## src/rtl/seq_logic_unit.sv

```systemverilog
// rtl/seq_logic_unit.sv - multi-cycle chunked bitwise logic unit (AND/OR/XOR/NOR)
// Operands are latched on start and processed CHUNK bits per cycle, LSB chunk first.
module seq_logic_unit #(
  parameter int WIDTH = 32,
  parameter int CHUNK = 8
) (
  input  logic             clk,
  input  logic             reset,
  input  logic             start,
  input  logic [1:0]       op,
  input  logic [WIDTH-1:0] first,
  input  logic [WIDTH-1:0] second,
  output logic             busy,
  output logic             done,
  output logic [WIDTH-1:0] result,
  output logic             zero
);

  localparam int N  = WIDTH / CHUNK;
  localparam int CW = (N > 1) ? $clog2(N) : 1;
  localparam logic [CW-1:0] LAST = CW'(N - 1);

  localparam logic [1:0] OP_AND = 2'b00;
  localparam logic [1:0] OP_OR  = 2'b01;
  localparam logic [1:0] OP_XOR = 2'b10;

  typedef enum logic [1:0] {S_IDLE, S_RUN, S_DONE} state_t;

  state_t           r_state;
  logic [CW-1:0]    r_cnt;
  logic [1:0]       r_op;
  logic [WIDTH-1:0] r_a;
  logic [WIDTH-1:0] r_b;
  logic [WIDTH-1:0] r_shadow;

  logic [WIDTH-1:0] w_word;
  logic [WIDTH-1:0] w_merged;
  int               w_base;

  always_comb begin
    case (r_op)
      OP_AND:  w_word = r_a & r_b;
      OP_OR:   w_word = r_a | r_b;
      OP_XOR:  w_word = r_a ^ r_b;
      default: w_word = ~(r_a | r_b);
    endcase
  end

  // Shadow with the current slice patched in; on the last chunk this is the full result.
  always_comb begin
    w_base   = int'(r_cnt) * CHUNK;
    w_merged = r_shadow;
    w_merged[w_base +: CHUNK] = w_word[w_base +: CHUNK];
  end

  always_ff @(posedge clk or posedge reset) begin
    if (reset) begin
      r_state  <= S_IDLE;
      r_cnt    <= '0;
      r_op     <= '0;
      r_a      <= '0;
      r_b      <= '0;
      r_shadow <= '0;
      busy     <= 1'b0;
      done     <= 1'b0;
      result   <= '0;
      zero     <= 1'b1;
    end else begin
      case (r_state)
        S_IDLE, S_DONE: begin
          done <= 1'b0;
          if (start) begin
            r_a     <= first;
            r_b     <= second;
            r_op    <= op;
            r_cnt   <= '0;
            busy    <= 1'b1;
            r_state <= S_RUN;
          end else begin
            r_state <= S_IDLE;
          end
        end
        S_RUN: begin
          r_shadow <= w_merged;
          if (r_cnt == LAST) begin
            result  <= w_merged;
            zero    <= (w_merged == '0);
            busy    <= 1'b0;
            done    <= 1'b1;
            r_cnt   <= '0;
            r_state <= S_DONE;
          end else begin
            r_cnt <= r_cnt + 1'b1;
          end
        end
        default: r_state <= S_IDLE;
      endcase
    end
  end

endmodule
```

## config.mk

```make
export PLATFORM = sky130hd
export DESIGN_NAME = seq_logic_unit
export DESIGN_NICKNAME = d
export VERILOG_FILES = /design/src/rtl/seq_logic_unit.sv
export SDC_FILE = /design/constraint.sdc
export NUM_CORES = 1
export LEC_CHECK = 0
export BUFFER_PORTS_ARGS = -buffer_cell sky130_fd_sc_hd__buf_2
export CORE_MARGIN = 2
export CORE_UTILIZATION = 28
export DETAILED_ROUTE_END_ITERATION = 8
export GPL_TIMING_DRIVEN = 0
export PLACE_DENSITY = 0.57
export SLEW_MARGIN = 10
export SYNTH_ARGS = -nofsm -noshare
export SYNTH_HDL_FRONTEND = slang
export SYNTH_SLANG_ARGS = --single-unit
```

## constraint.sdc

```tcl
create_clock -name clk -period 9.4 [get_ports clk]
set_input_delay 0.47 -clock clk [delete_from_list [all_inputs] [get_ports clk]]
set_output_delay 0.47 -clock clk [all_outputs]
set_load 0.01 [all_outputs]
```

==> run summary <==
crit-path max cell delay: 0.55 ns
Setup Buffers After CTS: 0
Seq. cell area: 3430 um2
TritonRoute pass-1 iters: 5
CTS Buf Count: 17
share of layout cells above drive strength 1: 17.8%
Mapped Nets: 924
Crit Path Category: reg -> reg
sequential-to-total area share from yosys stat: 45.3%
largest net degree at the start of global routing: 112
largest area contributor in the netlist: dfrtp_1
Mapped Cells: 785
number of vias per cell: 4.85
FF+latch count, synth: 137
setup TNS: 0 ns
Post-Synth XOR/XNOR Area: 3.01%
FILL cells: 2761
Setup violations, final: 0
PD cells: 371 nW/um2
Syn Area/Cell: 9.64 um2
status: completed
total number of vias: 6117
fin crit share: 43.6%
Port Buf Inserts: 103
post-route ant nets: 0
H-tree levels: 4
Max-Cap Viols: 0
final hold violation count: 0
Post-DP HPWL: 16800 um
met1 wire length: 10400 um
GRT Util Overall: 16.6%
combinational group share of total power: 48.0%
startpoint types: register
Worst VDD drop: 0.161 mV
Reg power frac: 28.6%
Longest Clk Path Bufs: 2
grt total ovfl: 0
Max FO, Critical Path: 10
row cnt: 60
CP most frequent cell: and3_1
met2 wire len: 11000 um
DRC: 0
clk_lat worst skew: 0.43 ns
Area growth, synth to finish: 22.2%
Initial DRC Count: 481
first-pass GRT wire length: 35600 um
Die Area: 28400 um2
max-slew violations: 0
largest family of logic cells by synthesized area: compound AO/OA/AOI/OAI gates
simple-gate portion of the synthesized area: 11.5%
Crit-path slowest cell: dfrtp_1
Ant. Diodes: 0
die width: 168 um
Synth Area in Compound Gates: 15.1%
slew margin rel.: 44.0%
number of antenna violations at the first check in global routing: 0
count leader, synth: nand2_1
Starting Density: 28.3%
clock power share: 23.4%
Synth top area share: 45.0%
vias in the first global route: 6175
Top Metal Used: met4
ranking of synthesized cells by area: dfrtp_1 (45%), ha_1 (12%), o21ai_0 (7.9%)
family with the most delay on the worst path: simple AND/OR/NAND/NOR gates
Post-Syn Area: 7570 um2
met3 wire length: 1430 um
Critical path buffers and inverters: 3
CORE AREA: 26700 um2
commonest cells in the netlist: nand2_1 (145), dfrtp_1 (136), o21ai_0 (120)
Final Skew: 0.00808 ns
WL per Instance: 18.3 um
Post-Synth Adder-Cell Area: 11.6%
# clock sinks: 137
cell breakdown of the critical path: buf_2 > clkinv_1 > ha_1 > nor2b_1 > and3_1 > clkbuf_1 > and3_1 > or3_1 > or4_1 > nor4_2 > a32o_1
min Tclk post-route: 4.10 ns
Post-synth ARST share: 100%
placed cell area: 8550 um2
WP data arrival: 4.47 ns
Util after Layout: 34.6%
multi-input logic area: 3630 um2
yosys warns: 0
gpl congestion: 0.851
Final #Nets: 1048
Worst-Margin Slew: 0.840 ns
Leak: 0.00441 uW
Reg clk slew, reported paths: 0.06 ns
FMAX: 0.244 GHz
post-synth cell types: 57
CTS root buf: clkbuf_16
number of primary I/O pins: 104
RSZ-0062 raised after global routing: false
final WL: 23100 um
Die Height: 168 um
Req. time, crit path: 9.78 ns
top_reg_cell synth: dfrtp_1
Sw Ratio: 42.0%
Hold Crit Class: in -> reg
cell area after layout: 9250 um2
CTS tree: built
Pint: 1990 uW
Post-synth EDFFs: 0
mux cell area share after synthesis: 6.81%
Switching Power: 1440 uW
Setup crit end kind: register
[repair_timing]
action,in CTS,in global routing
endpoints found under the hold margin,25,0
resized for setup,0,0
hold buffers,1,0
[state kept, by name, indices dropped and copies added, names as in the netlist]
register  cells
zero          1
r_state       2
busy          1
r_shadow     32
done          1
r_cnt         2
result       32
r_b          32
r_op          2
r_a          32
[kinds of logic (layout without fill, tap and decap cells)]
family          count (synthesis)  in the layout
simple gates                  199            199
flops                         137            137
xor+xnor                       26             26
mux                            41             41
buf+inv                       119            255
fa+ha+maj                      70             70
compound gates                193            193
[per-stage QoR]
step	hold WS (ns)	cells	worst slack [ns]	total power [uW]
4_1_cts	0.231	1262	5.36	3440
3_5_place_dp	0.437	1230	5.36	2630
3_3_place_gp	0.458	1229	3.29	2580
6_report	0.237	1262	5.30	3430
5_1_grt	0.242	1262	5.15	3690
2_1_floorplan	0.442	785	5.26	2070
[power by group through the flow]
stage	logic, uW	registers [uW]	clock network, uW
after floorplan	1090	987	0
after global placement	1600	979	0
after detailed placement	1630	990	0
after CTS	1650	982	812
after global routing	1830	1020	836
final	1650	982	801
[placed cells by master, fill, tap and decap left out, types with 3 or more instances in the layout]
cell	Yosys	final
dfrtp_1	136	136
ha_1	70	70
mux4_2	8	8
buf_4	3	3
nand2_1	145	145
a22oi_1	22	22
nor3_1	3	3
clkinv_1	4	4
a32oi_1	6	6
nor2_1	14	14
o21ai_0	120	120
a22o_1	4	4
nor2b_1	5	5
nand2b_1	3	3
and3_1	3	3
bufinv_16	0	7
buf_2	4	107
buf_6	4	4
a21oi_1	12	12
clkbuf_1	30	32
nor3b_1	3	3
clkinv_4	0	3
xor2_1	18	18
clkbuf_16	0	17
mux2i_1	29	29
nand3_1	8	8
a31oi_1	6	6
xnor2_1	8	8
a221oi_1	5	5
inv_1	70	69
mux2_2	4	4
o31ai_1	3	3
[layer usage]
layer  track usage (%)  vias to the layer above
li1                  -                     2927
met1              22.4                     2981
met2              27.3                      185
met3              3.41                       24
met4              4.31                        0
met5                 0                        -
[layout make-up]
type	instances	share of cell area, %
clock buffers	20	4.83
clock inverters	11	2.64
multi-input cells	529	39.3
well taps	341	4.61
flip-flops and latches	137	37.1
inverters	75	3.13
repair buffers	105	5.98
plain buffers	44	2.46
[worst paths after layout]
kind | endpoint | slack (ns) | cells after the start | startpoint
min in group asynchronous | result[30]$_DFFE_PP0P_ | 0.53 | 3 | reset
hold / removal | r_a[8]$_DFFE_PP0P_ | 0.24 | 3 | first[8]
hold reg to reg | result[16]$_DFFE_PP0P_ | 0.47 | 2 | result[16]$_DFFE_PP0P_
max in group asynchronous | r_b[31]$_DFFE_PP0P_ | 8.01 | 4 | reset
setup reg to reg | zero$_DFFE_PP1P_ | 5.30 | 11 | r_cnt[1]$_DFFE_PP0P_
setup / recovery | zero$_DFFE_PP1P_ | 5.30 | 11 | r_cnt[1]$_DFFE_PP0P_
[tightest hold or removal path, cell delays in order]
cell and delay, ns:
buf_2 0.07, nand2_1 0.04, o21ai_0 0.05
(Power assumes the default switching activity.)
